`config.mk`:
```
export PLATFORM = sky130hd
export DESIGN_NAME = fxp_div_unit_flat
export DESIGN_NICKNAME = d
export VERILOG_FILES = /design/src/rtl/fxp_div_pkg.sv /design/src/rtl/fxp_div_if.sv /design/src/rtl/fxp_div_step.sv /design/src/rtl/fxp_div_unit.sv /design/src/flat_wrapper.sv
export SDC_FILE = /design/constraint.sdc
export NUM_CORES = 1
export LEC_CHECK = 0
export CAP_MARGIN = 20
export CORE_MARGIN = 8
export CORE_UTILIZATION = 52
export DETAILED_ROUTE_END_ITERATION = 6
export GPL_TIMING_DRIVEN = 0
export PLACE_DENSITY = 0.76
export SLEW_MARGIN = 30
export SYNTH_ARGS = -nofsm -noshare
export SYNTH_HDL_FRONTEND = slang
export SYNTH_HIERARCHICAL = 1
export SYNTH_SLANG_ARGS = --single-unit
```
`constraint.sdc`:
```
create_clock -name clk_i -period 2.65 [get_ports clk_i]
set_clock_uncertainty 0.05 [all_clocks]
set_input_delay 0.265 -clock clk_i [delete_from_list [all_inputs] [get_ports clk_i]]
set_output_delay 0.265 -clock clk_i [all_outputs]
set_load 0.02 [all_outputs]
```
`src/rtl/fxp_div_pkg.sv`:
```
// fxp_div_pkg: shared types and sizing helpers for the fixed-point divider.
`default_nettype none

package fxp_div_pkg;

  typedef enum logic [1:0] {
    IDLE  = 2'd0,
    RUN   = 2'd1,
    ROUND = 2'd2,
    DONE  = 2'd3
  } state_e;

  localparam logic RND_TRUNC  = 1'b0;
  localparam logic RND_HALFUP = 1'b1;

  // One quotient bit per numerator/fraction bit plus one guard bit.
  function automatic int calc_iter(input int dw, input int frac);
    return dw + frac + 1;
  endfunction

  function automatic int calc_cnt_w(input int iter);
    return $clog2(iter + 1);
  endfunction

endpackage

`default_nettype wire

```
`src/rtl/fxp_div_if.sv`:
```
// fxp_div_if: Start/Ack request bus between the host and the divider.
`default_nettype none

interface fxp_div_if #(
  parameter int DW = 16,
  parameter int VW = 16,
  parameter int QW = 16
);
  logic          start;
  logic [DW-1:0] num;
  logic [VW-1:0] den;
  logic          rnd;
  logic [QW-1:0] quot;
  logic          div_zero;
  logic          ovf;
  logic          busy;
  logic          ack;

  modport master (
    output start, num, den, rnd,
    input  quot, div_zero, ovf, busy, ack
  );

  modport slave (
    input  start, num, den, rnd,
    output quot, div_zero, ovf, busy, ack
  );
endinterface

`default_nettype wire

```
`src/rtl/fxp_div_step.sv`:
```
// fxp_div_step: one combinational radix-2 restoring division iteration.
`default_nettype none

module fxp_div_step #(
  parameter int VW = 16
) (
  input  logic [VW:0]   rem_i,
  input  logic          bit_i,
  input  logic [VW-1:0] den_i,
  output logic [VW:0]   rem_next_o,
  output logic          q_bit_o
);
  logic [VW:0] trial;

  assign trial = {rem_i[VW-1:0], bit_i};

  // A set remainder MSB means the shifted value exceeds any VW-bit divisor;
  // the modulo-2^(VW+1) subtraction is still exact because the result < den.
  assign q_bit_o    = rem_i[VW] | (trial >= {1'b0, den_i});
  assign rem_next_o = q_bit_o ? (trial - {1'b0, den_i}) : trial;

endmodule

`default_nettype wire

```
`src/rtl/fxp_div_unit.sv`:
```
// fxp_div_unit: sequential fixed-point divider, Quot = (Num * 2^FRAC) / Den,
// truncating or half-LSB rounding, saturating to all ones.
`default_nettype none

module fxp_div_unit
  import fxp_div_pkg::*;
#(
  parameter int DW   = 16,
  parameter int VW   = 16,
  parameter int QW   = 16,
  parameter int FRAC = 16
) (
  input  logic        clk_i,
  input  logic        rst_i,
  fxp_div_if.slave    div_bus
);
  localparam int ITER  = calc_iter(DW, FRAC);
  localparam int CNT_W = calc_cnt_w(ITER);

  state_e            state_q;
  logic [CNT_W-1:0]  cnt_q;
  logic [VW:0]       rem_q;
  logic [ITER-1:0]   sh_q;
  logic [VW-1:0]     den_q;
  logic              rnd_q;
  logic              dz_flag_q;
  logic [QW-1:0]     quot_q;
  logic              div_zero_q;
  logic              ovf_q;
  logic              busy_q;
  logic              ack_q;

  logic [VW:0]       rem_d;
  logic              q_bit_d;

  // Dividend bits leave at the top of sh_q while quotient bits enter at the
  // bottom, so after ITER steps sh_q holds the full quotient incl. guard bit.
  fxp_div_step #(.VW(VW)) u_step (
    .rem_i      (rem_q),
    .bit_i      (sh_q[ITER-1]),
    .den_i      (den_q),
    .rem_next_o (rem_d),
    .q_bit_o    (q_bit_d)
  );

  logic [ITER-1:0]    q_rnd;
  logic [ITER+QW-1:0] q_ext;
  logic               q_ovf;

  assign q_rnd = {1'b0, sh_q[ITER-1:1]}
               + {{(ITER-1){1'b0}}, (rnd_q == RND_HALFUP) & sh_q[0]};
  assign q_ext = {{QW{1'b0}}, q_rnd};
  assign q_ovf = |q_ext[ITER+QW-1:QW];

  always_ff @(posedge clk_i or posedge rst_i) begin
    if (rst_i) begin
      state_q    <= IDLE;
      cnt_q      <= '0;
      rem_q      <= '0;
      sh_q       <= '0;
      den_q      <= '0;
      rnd_q      <= RND_TRUNC;
      dz_flag_q  <= 1'b0;
      quot_q     <= '0;
      div_zero_q <= 1'b0;
      ovf_q      <= 1'b0;
      busy_q     <= 1'b0;
      ack_q      <= 1'b0;
    end else begin
      case (state_q)
        IDLE, DONE: begin
          if (div_bus.start) begin
            den_q      <= div_bus.den;
            rnd_q      <= div_bus.rnd;
            ack_q      <= 1'b0;
            div_zero_q <= 1'b0;
            ovf_q      <= 1'b0;
            busy_q     <= 1'b1;
            cnt_q      <= '0;
            rem_q      <= '0;
            sh_q       <= {div_bus.num, {(FRAC+1){1'b0}}};
            dz_flag_q  <= (div_bus.den == '0);
            state_q    <= (div_bus.den == '0) ? ROUND : RUN;
          end
        end
        RUN: begin
          rem_q <= rem_d;
          sh_q  <= {sh_q[ITER-2:0], q_bit_d};
          cnt_q <= cnt_q + 1'b1;
          if (cnt_q == CNT_W'(ITER - 1)) begin
            state_q <= ROUND;
          end
        end
        ROUND: begin
          if (dz_flag_q) begin
            quot_q     <= '1;
            div_zero_q <= 1'b1;
          end else if (q_ovf) begin
            quot_q <= '1;
            ovf_q  <= 1'b1;
          end else begin
            quot_q <= q_ext[QW-1:0];
          end
          busy_q  <= 1'b0;
          ack_q   <= 1'b1;
          state_q <= DONE;
        end
        default: state_q <= IDLE;
      endcase
    end
  end

  assign div_bus.quot     = quot_q;
  assign div_bus.div_zero = div_zero_q;
  assign div_bus.ovf      = ovf_q;
  assign div_bus.busy     = busy_q;
  assign div_bus.ack      = ack_q;

endmodule

`default_nettype wire

```
`src/flat_wrapper.sv`:
```
// flat-port wrapper written by rule: the top's interface ports become plain ports
module fxp_div_unit_flat import fxp_div_pkg::*;
#(
  parameter int DW   = 16,
  parameter int VW   = 16,
  parameter int QW   = 16,
  parameter int FRAC = 16
)
  (clk_i, rst_i, div_bus_start, div_bus_num, div_bus_den, div_bus_rnd, div_bus_quot, div_bus_div_zero, div_bus_ovf, div_bus_busy, div_bus_ack);
  fxp_div_if #(.DW(DW), .VW(VW), .QW(QW)) div_bus_i ();
  input  logic clk_i;
  input  logic rst_i;
  input wire logic [$bits(div_bus_i.start)-1:0] div_bus_start;
  input wire logic [$bits(div_bus_i.num)-1:0] div_bus_num;
  input wire logic [$bits(div_bus_i.den)-1:0] div_bus_den;
  input wire logic [$bits(div_bus_i.rnd)-1:0] div_bus_rnd;
  output wire logic [$bits(div_bus_i.quot)-1:0] div_bus_quot;
  output wire logic [$bits(div_bus_i.div_zero)-1:0] div_bus_div_zero;
  output wire logic [$bits(div_bus_i.ovf)-1:0] div_bus_ovf;
  output wire logic [$bits(div_bus_i.busy)-1:0] div_bus_busy;
  output wire logic [$bits(div_bus_i.ack)-1:0] div_bus_ack;
  assign div_bus_i.start = div_bus_start;
  assign div_bus_i.num = div_bus_num;
  assign div_bus_i.den = div_bus_den;
  assign div_bus_i.rnd = div_bus_rnd;
  assign div_bus_quot = div_bus_i.quot;
  assign div_bus_div_zero = div_bus_i.div_zero;
  assign div_bus_ovf = div_bus_i.ovf;
  assign div_bus_busy = div_bus_i.busy;
  assign div_bus_ack = div_bus_i.ack;
  fxp_div_unit #(.DW(DW), .VW(VW), .QW(QW), .FRAC(FRAC)) u_core (.clk_i(clk_i), .rst_i(rst_i), .div_bus(div_bus_i));
endmodule
```
==> flow_metrics.py, run 1 <==
metrics = {
    "global_routing": {
        "grt_antenna_before_repair": 0,
        "grt_pass1_vias": 4871,
        "grt_use_total_pct": 19.7,
        "grt_max_degree": 30,
        "grt-ovfl-total": 0,
        "grt_pass1_wl_um": 23800,
    },
    "detailed_routing": {
        "wirelength_um": 14400,
        "wl_per_cell_um": 17.8,
        "first_pass_iters": 5,
        "drt_iter0_markers": 447,
        "routed_via_density": 6.06,
        "ant_nets": 0,
        "drc": 0,
        "vias": 4901,
    },
    "power_and_ir_drop": {
        "fin_total_pwr_mw": 8.20,
        "powerDensity_mw_per_mm2": 1140,
        "p_leak_nw": 3.09,
        "ir_drop_mv": 0.608,
    },
    "placed_design": {
        "gp_congestion": 0.848,
        "io_buffers": 55,
        "dp.cells": 776,
        "place_ws_ns": -0.357,
        "hpwlAfterDp_um": 10300,
    },
    "synth": {
        "syn_area_per_cell_um2": 10.1,
        "syn_nets": 637,
        "synth_cell_types": 72,
        "synth_ff_type": "dfrtp_1",
        "synth_edf_count": 0,
        "netlist_instances": 578,
        "synthArstFlopShare_pct": 100,
        "yosysSeqAreaShare_pct": 41.3,
        "synth_area_leaders": "dfrtp_1 41%, a22o_1 5.0%, ha_1 4.7%",
        "syn_area_mm2": 0.00582,
        "yosysTopAreaCell": "dfrtp_1",
        "ys_warn_count": 6,
        "synth-seq-cells": 96,
        "yosys.area.top_type_share_pct": 41.3,
    },
    "final_layout": {
        "insertedDiodeCount": 0,
        "final_util_pct": 66.0,
        "fin_cells": 809,
        "nets": 723,
        "final_layout_size_suffix_gt1_share_pct": 18.8,
        "final_common_cell": "dfrtp_1",
        "final_cell_mix": "95 x dfrtp_1, 55 x clkdlybuf4s50_1, 51 x nor2_1",
        "syn2layout_area_growth_pct": 23.5,
        "n_fill_cell": 880,
    },
    "setup_path": {
        "cp_slowest_cell": "dfrtp_1",
        "crit_fanout": 10,
        "required_ns": 2.84,
        "crit_arrival_ns": 2.90,
        "cp_top_family": "simple AND/OR/NAND/NOR gates",
        "r2r_slack_ns": -0.05,
        "path_buf_inv": 3,
        "slowest_delay_ns": 0.36,
        "critPathCaptureType": "register",
        "worstSetupPathType": "register to register",
        "startpoint_type": "register",
        "crit_chain": "and2_4 -> ha_4 -> ha_4 -> and3_4 -> and4_4 -> buf_8 -> nand4_1 -> xnor2_2 -> a2111oi_4 -> buf_6 -> buf_8 -> a41oi_1",
    },
    "floorplan": {
        "dieArea_mm2": 0.0148,
        "rows": 38,
        "die_w_um": 122,
        "die_y_um": 122,
        "num_io_pins": 56,
        "fp.coreArea_mm2": 0.0109,
        "start_util_pct": 53.4,
    },
    "clock_tree": {
        "clk_transition_reported_paths_ns": 0.10,
        "numCtsBuffers": 9,
        "cts_tree": "yes",
        "clock_path_buffers": 2,
        "clockRootBuffer": "clkbuf_8",
        "cts-htree-levels": 3,
        "hold_buffers": 0,
        "worst_skew_pair.late_latency_ns": 0.37,
        "cts_sinks": 96,
    },
    "min_path": {
        "hold_path_class": "input port to asynchronous set/reset pin",
    },
    "sta": {
        "period_share_pct": 102,
        "tightest_slew_ns": 0.715,
        "tns_ns": -0.427,
        "min_period_ns": 2.70,
        "setup_ws_ns": -0.0548,
        "rsz0062_at_grt": "true",
        "maxSlewViolCount": 0,
        "hold_viol": 0,
        "slew_headroom_pct": 52.3,
        "finalSetupViolCount": 15,
        "max_freq_mhz": 370,
    },
    "outcome": {
        "status": "finished, violations left",
        "violations": "negative setup slack",
    },
    "flow_run": {
        "cap_violations": 0,
    },
}
## synth_stat cells (6+ instances only)
cell type	instances
xor2_1	14
nor4_1	8
mux2_4	8
a22o_1	33
nand3_1	8
a31oi_1	8
dfrtp_1	96
mux2_2	21
a41oi_1	12
clkbuf_1	15
buf_1	6
nand4_1	14
and4_1	12
o21ai_0	31
nand2_1	42
a21o_1	7
nor2_1	51
mux2i_1	20
inv_1	29
a211oi_1	6
xnor2_1	14
ha_1	22
and3_1	6
a21oi_1	16
## final timing paths
| check | startpoint | end | depth (start not counted) |
|---|---|---|---|
| min in group clk_i | div_bus_rnd | u_core/rnd_q | 2 |
| max in group asynchronous | rst_i | u_core/sh_q[24] | 3 |
| min | rst_i | u_core/sh_q[5] | 2 |
| max reg2reg | u_core/rnd_q | u_core/div_bus.quot[6] | 12 |
| min reg2reg | u_core/den_q[8] | u_core/den_q[8] | 1 |
| max | u_core/rnd_q | u_core/div_bus.quot[6] | 12 |
## registers in the layout, indices dropped and copies added, names as in the netlist
| register | cells |
|---|---|
| u_core/sh_q | 33 |
| u_core/rem_q | 17 |
| u_core/den_q | 16 |
| u_core/div_bus.quot | 16 |
| u_core/cnt_q | 6 |
| u_core/state_q | 2 |
| u_core/div_bus.ack | 1 |
| u_core/div_bus.busy | 1 |
| u_core/div_bus.div_zero | 1 |
| u_core/div_bus.ovf | 1 |
| u_core/dz_flag_q | 1 |
| u_core/rnd_q | 1 |
## routing by layer
| layer | track usage, % | part of all wire [%] | vias to the layer above |
|---|---|---|---|
| li1 | - | - | 2311 |
| met1 | 24.7 | 43 | 2406 |
| met2 | 33.2 | 49 | 157 |
| met3 | 3.70 | 5.4 | 27 |
| met4 | 7.32 | 1.7 | 0 |
| met5 | 0 | 0 | - |
## area by class of cell
class | instances | area, µm² | share of cell area (%)
multi-input combinational | 421 | 3310 | 46.1
sequential | 96 | 2400 | 33.4
timing repair buffer | 79 | 783 | 10.9
tap | 140 | 175 | 2.44
buffer | 27 | 148 | 2.05
clock buffer | 10 | 128 | 1.78
inverter | 30 | 121 | 1.69
clock inverter | 6 | 115 | 1.60
## power breakdown
group	switching [mW]	internal, mW	total, mW
clock	0.532	0.632	1.16
combinational	2.55	2.16	4.71
sequential	0.424	1.90	2.32
## logic make-up (layout without fill, tap and decap cells)
group                    count (synthesis)  in the layout  synth area share, %
AO/OA/AOI/OAI                          151            151                 19.8
multiplexers                            49             49                 9.57
XOR/XNOR                                28             28                 4.22
buffers and inverters                   61            152                 4.97
AND/OR/NAND/NOR                        170            170                 15.1
flip-flops                              96             96                 41.3
adder cells (fa/ha/maj)                 23             23                 5.08
## metrics by stage
step	hold WS, ns	cell area [µm²]
2_1_floorplan	0.366	5820
3_3_place_gp	0.440	6550
3_5_place_dp	0.440	6620
4_1_cts	0.223	7030
5_1_grt	0.252	7190
6_report	0.226	7190
## what timing repair did
action | 4_1_cts | 5_1_grt
cloned | 0 | 0
pin swaps | 6 | 7
setup endpoints to repair | 29 | 45
gates resized for setup | 15 | 37
buffers inserted | 14 | 7
No activity file was read; power rests on OpenSTA's default activity.
==> inputs of run 2 (changes only) <==
--- a/config.mk
+++ b/config.mk
@@ -6,8 +6,8 @@
 export NUM_CORES = 1
 export LEC_CHECK = 0
 export CAP_MARGIN = 20
-export CORE_MARGIN = 8
 export CORE_UTILIZATION = 52
+export CTS_CLUSTER_DIAMETER = 100
 export DETAILED_ROUTE_END_ITERATION = 6
 export GPL_TIMING_DRIVEN = 0
 export PLACE_DENSITY = 0.76
==> run 2 against run 1 <==
Effect of this change: the flow still finishes with violations (negative setup slack); core utilization fell by 0.62 points; power fell by 2.3%; critical path type unchanged; fmax grew 0.27%; via count down 0.35%; clock power shrank 14%; highest routed layer unchanged; setup slack better by 0.0072 ns.
==> flow_metrics.py, run 2 (synthesized netlist as in run 1, its figures left out) <==
metrics = {
    "outcome": {
        "status": "finished, violations left",
        "violations": "negative setup slack",
    },
    "detailed_routing": {
        "routed_via_density": 6.01,
        "wl_per_cell_um": 17.0,
        "vias": 4884,
        "wirelength_um": 13800,
        "first_pass_iters": 5,
        "ant_nets": 0,
        "drc": 0,
        "drt_iter0_markers": 408,
    },
    "clock_tree": {
        "clock_path_buffers": 2,
        "cts_sinks": 96,
        "numCtsBuffers": 9,
        "clk_transition_reported_paths_ns": 0.10,
        "clockRootBuffer": "clkbuf_8",
        "cts-htree-levels": 3,
        "worst_skew_pair.late_latency_ns": 0.36,
        "cts_tree": "yes",
    },
    "global_routing": {
        "grt-ovfl-total": 0,
        "grt_max_degree": 30,
        "grt_use_total_pct": 24.8,
        "grt_pass1_wl_um": 22700,
        "grt_pass1_vias": 4777,
        "grt_antenna_before_repair": 0,
    },
    "floorplan": {
        "fp.coreArea_mm2": 0.0109,
        "die_w_um": 108,
        "start_util_pct": 53.4,
        "num_io_pins": 56,
        "die_y_um": 108,
        "rows": 38,
        "dieArea_mm2": 0.0116,
    },
    "sta": {
        "hold_viol": 0,
        "slew_headroom_pct": 50.5,
        "setup_ws_ns": -0.0476,
        "period_share_pct": 102,
        "tightest_slew_ns": 0.742,
        "max_freq_mhz": 371,
        "maxSlewViolCount": 0,
        "finalSetupViolCount": 5,
        "rsz0062_at_grt": "true",
        "min_period_ns": 2.70,
    },
    "final_layout": {
        "final_common_cell": "dfrtp_1",
        "largest-register": "u_core/sh_q",
        "reg_top3": "u_core/sh_q: 33 flops, u_core/rem_q: 17 flops",
        "fin_cells": 812,
        "nets": 726,
        "final_cell_mix": "95 x dfrtp_1, 55 x clkdlybuf4s50_1, 51 x nor2_1",
        "syn2layout_area_growth_pct": 22.4,
        "final_layout_size_suffix_gt1_share_pct": 19.0,
        "largest_reg_flops": 33,
        "n_fill_cell": 902,
        "insertedDiodeCount": 0,
    },
    "setup_path": {
        "cp_top_family": "simple AND/OR/NAND/NOR gates",
        "path_buf_inv": 2,
        "startpoint_type": "register",
        "worstRegToRegCells": 11,
        "slowest_delay_ns": 0.38,
        "critPathCaptureType": "register",
        "crit_arrival_ns": 2.87,
        "worst-path-stages": 11,
        "worstSetupPathType": "register to register",
        "required_ns": 2.82,
        "crit_chain": "and2_4 -> ha_4 -> ha_4 -> and3_4 -> nand4_1 -> or3_4 -> mux2i_2 -> a2111oi_4 -> buf_6 -> buf_6 -> a41oi_2",
        "crit_fanout": 5,
        "cp_slowest_cell": "or3_4",
    },
    "power_and_ir_drop": {
        "powerDensity_mw_per_mm2": 1120,
        "fin_total_pwr_mw": 8.00,
        "p_leak_nw": 3.07,
        "ir_drop_mv": 0.582,
    },
    "min_path": {
        "hold_path_class": "input port to asynchronous set/reset pin",
    },
    "placed_design": {
        "gp_congestion": 0.894,
        "io_buffers": 55,
        "hpwlAfterDp_um": 9840,
        "dp.cells": 776,
    },
    "flow_run": {
        "cap_violations": 0,
    },
}
==> run 2: cell count changes in the layout (fill, tap and decap cells not counted), moves of 3 or more <==
cell     delta
ha_4        -3
ha_1        +3
a41oi_1     -3
a41oi_2     +3
buf_4       +3
==> run 2: worst paths after layout <==
check                           slack (ns)            start                endpoint
worst max-delay path                 -0.05     u_core/rnd_q  u_core/div_bus.quot[6]
worst min-delay path                  0.22            rst_i         u_core/sh_q[14]
worst max register to register       -0.05     u_core/rnd_q  u_core/div_bus.quot[6]
worst min register to register        0.46  u_core/den_q[2]         u_core/den_q[2]
max in group asynchronous             1.85            rst_i         u_core/sh_q[24]
min in group clk_i                    0.46  u_core/den_q[2]         u_core/den_q[2]
==> run 2: final cells by class <==
class	instances	area (µm²)	share of cell area [%]
clock inverter	6	66.3	0.931
timing repair inverter	1	8.76	0.123
clock buffer	10	138	1.93
multi-input combinational	421	3270	45.9
timing repair buffer	83	810	11.4
inverter	30	129	1.81
buffer	25	125	1.76
tap	140	175	2.46
sequential	96	2400	33.8
==> run 2: timing repair <==
item | 4_1_cts | 5_1_grt
endpoints found under the setup margin | 29 | 55
pin swaps | 9 | 7
resized for setup | 15 | 30
hold buffers | 0 | 0
gates cloned | 1 | 1
setup buffers | 18 | 6
==> run 2: metal layers <==
metal / routed length (µm) / GRT usage, % / up-vias
met2: 6680 / 40.9 / 149
met4: 244 / 8.81 / 0
met1: 6260 / 33.3 / 2387
li1: - / - / 2325
met5: 0 / 0 / -
met3: 606 / 3.33 / 23
==> run 2: stage by stage <==
| stage | worst slack, ns | cell area [µm²] | utilization, % | hold slack [ns] | TNS, ns |
|---|---|---|---|---|---|
| finish | -0.0476 | 7120 | 65.4 | 0.217 | -0.0795 |
| global placement | -0.292 | 6550 | 60.1 | 0.441 | -5.26 |
| floorplan | 0.00252 | 5820 | - | 0.366 | 0 |
| detailed placement | -0.376 | 6610 | 60.7 | 0.444 | -6.77 |
| global route | -0.148 | 7120 | 65.4 | 0.236 | -1.58 |
| CTS | 0.00413 | 6980 | 64.1 | 0.214 | 0 |
==> run 2: report_power, final <==
group,internal [mW],leakage (nW),switching [mW]
sequential,1.90,1.17,0.402
clock,0.466,0.107,0.527
combinational,2.14,1.79,2.58
total,4.50,3.07,3.51
==> inputs of run 3 (changes only) <==
--- a/config.mk
+++ b/config.mk
@@ -11,7 +11,7 @@
 export DETAILED_ROUTE_END_ITERATION = 6
 export GPL_TIMING_DRIVEN = 0
 export PLACE_DENSITY = 0.76
-export SLEW_MARGIN = 30
+export SLEW_MARGIN = 20
 export SYNTH_ARGS = -nofsm -noshare
 export SYNTH_HDL_FRONTEND = slang
 export SYNTH_HIERARCHICAL = 1
==> run 3 against run 2 <==
Effect of this change: the flow still finishes with violations (negative setup slack); clock power up 0.6%; final cell count decreased by 0.99%; core utilization is 0.95 points lower; critical path depth unchanged; combinational power is 2% lower; setup slack improved by 0.028 ns; fmax rose by 1.0%; critical path type unchanged; largest cell class unchanged.
==> flow_metrics.py, run 3 (synthesized netlist as in run 1, its figures left out) <==
metrics = {
    "global_routing": {
        "grt-ovfl-total": 0,
        "grt_antenna_before_repair": 0,
        "grt_use_total_pct": 24.7,
        "met3_usage_pct": 4.06,
        "top_usage_layer": "met2",
        "grt_pass1_wl_um": 22500,
        "grt_max_degree": 36,
        "grt_pass1_vias": 4719,
        "use_met1_pct": 33.6,
        "met2_usage_pct": 39.7,
    },
    "placed_design": {
        "hpwlAfterDp_um": 9730,
        "gp_congestion": 0.894,
        "io_buffers": 55,
        "dp.cells": 775,
        "place_ws_ns": -0.369,
    },
    "detailed_routing": {
        "wirelength_um": 13400,
        "drc": 0,
        "ant_nets": 0,
        "wl_per_cell_um": 16.7,
        "routed_via_density": 6.01,
        "vias": 4829,
        "drt_iter0_markers": 358,
        "first_pass_iters": 6,
    },
    "setup_path": {
        "slowest_delay_ns": 0.39,
        "rr_startpoint": "u_core/rnd_q",
        "worstReg2RegEnd": "u_core/div_bus.quot[13]",
        "required_ns": 2.83,
        "worstSetupPathType": "register to register",
        "path_buf_inv": 2,
        "cp_common_cell": "ha_4",
        "r2r_slack_ns": -0.02,
        "cp_slowest_cell": "or3_4",
        "worstRegToRegCells": 11,
        "critPathCaptureType": "register",
        "cp_top_family": "simple AND/OR/NAND/NOR gates",
        "crit_arrival_ns": 2.85,
        "crit_chain": "and2_4 -> ha_4 -> ha_4 -> and3_4 -> nand4_1 -> or3_4 -> mux2i_2 -> a2111oi_4 -> buf_6 -> buf_4 -> a41oi_1",
        "crit_fanout": 5,
        "startpoint_type": "register",
    },
    "final_layout": {
        "final_common_cell": "dfrtp_1",
        "reg_top3": "u_core/sh_q: 33 flops, u_core/rem_q: 17 flops",
        "final_layout_size_suffix_gt1_share_pct": 17.5,
        "nets": 718,
        "largest_reg_flops": 33,
        "insertedDiodeCount": 0,
        "final_cell_mix": "95 x dfrtp_1, 55 x clkdlybuf4s50_1, 51 x nor2_1",
        "largest-register": "u_core/sh_q",
        "fin_cells": 804,
        "syn2layout_area_growth_pct": 20.6,
        "final_util_pct": 64.4,
    },
    "floorplan": {
        "dieArea_mm2": 0.0116,
        "num_io_pins": 56,
        "die_y_um": 108,
        "fp.coreArea_mm2": 0.0109,
        "rows": 38,
        "start_util_pct": 53.4,
        "die_w_um": 108,
    },
    "clock_tree": {
        "cts_tree": "yes",
        "clk_transition_reported_paths_ns": 0.10,
        "worst_skew_pair.late_latency_ns": 0.37,
        "numCtsBuffers": 9,
        "clockRootBuffer": "clkbuf_8",
        "clock_path_buffers": 2,
        "cts_sinks": 96,
        "cts-htree-levels": 3,
        "hold_buffers": 0,
    },
    "sta": {
        "slew_headroom_pct": 50.5,
        "period_share_pct": 101,
        "hold_viol": 0,
        "tightest_slew_ns": 0.743,
        "setup_ws_ns": -0.0200,
        "rsz0062_at_grt": "true",
        "max_freq_mhz": 375,
        "min_period_ns": 2.67,
        "fin_hold_ws_ns": 0.277,
        "finalSetupViolCount": 6,
        "maxSlewViolCount": 0,
    },
    "power_and_ir_drop": {
        "seqPwrFrac_pct": 29.1,
        "pwr-share-comb_pct": 58.2,
        "p_clk_share_pct": 12.6,
        "netSwitchingPower_mw": 3.46,
        "p_leak_nw": 3.02,
        "powerDensity_mw_per_mm2": 1130,
        "swShare_pct": 43.7,
        "ir_drop_mv": 0.620,
        "intPower_mw": 4.45,
    },
    "flow_run": {
        "cap_violations": 0,
    },
    "outcome": {
        "violations": "negative setup slack",
        "status": "finished, violations left",
    },
    "min_path": {
        "hold_path_class": "input port to asynchronous set/reset pin",
    },
}
## run 3: what timing repair did
action / 4_1_cts / 5_1_grt
resized for setup: 11 / 27
cloned: 1 / 0
pin swaps: 7 / 3
endpoints found under the setup margin: 29 / 45
buffers inserted: 13 / 4
## run 3: power groups by stage
stage | logic (mW) | clock network [mW] | registers, mW
after floorplan | 3.37 | 0 | 2.23
after global routing | 5.06 | 1.08 | 2.37
final | 4.61 | 0.999 | 2.31
after global placement | 4.15 | 0 | 2.29
after CTS | 4.44 | 1.02 | 2.29
after detailed placement | 4.29 | 0 | 2.31
## run 3: cell type report
type                       instances  area [µm²]
inverter                          30         121
clock inverter                     6        66.3
fill                             916        3870
sequential                        96        2400
clock buffer                      10         138
buffer                            26         136
timing repair buffer              75         733
multi-input combinational        421        3240
tap                              140         175
## run 3: stage by stage
stage,TNS (ns),area (µm²),total power [mW]
finish,-0.0506,7020,7.91
global route,-2.01,7020,8.51
CTS,0,6920,7.75
detailed placement,-6.63,6590,6.61
global placement,-5.26,6550,6.44
floorplan,0,5820,5.60
## run 3: how the worst max path moves through the flow
stage                               from                 endpoint  cells past startpoint
after floorplan           u_core/sh_q[0]   u_core/div_bus.quot[2]                     11
after global placement      u_core/rnd_q   u_core/div_bus.quot[2]                     11
after detailed placement  u_core/sh_q[0]   u_core/div_bus.quot[6]                     11
after CTS                   u_core/rnd_q   u_core/div_bus.quot[6]                     11
after global routing        u_core/rnd_q   u_core/div_bus.quot[9]                     11
final                       u_core/rnd_q  u_core/div_bus.quot[13]                     11
## run 3: layer usage
metal	wire length, µm	up-vias
met1	5980	2347
met4	201	0
li1	-	2304
met3	705	20
met2	6550	158
met5	0	-
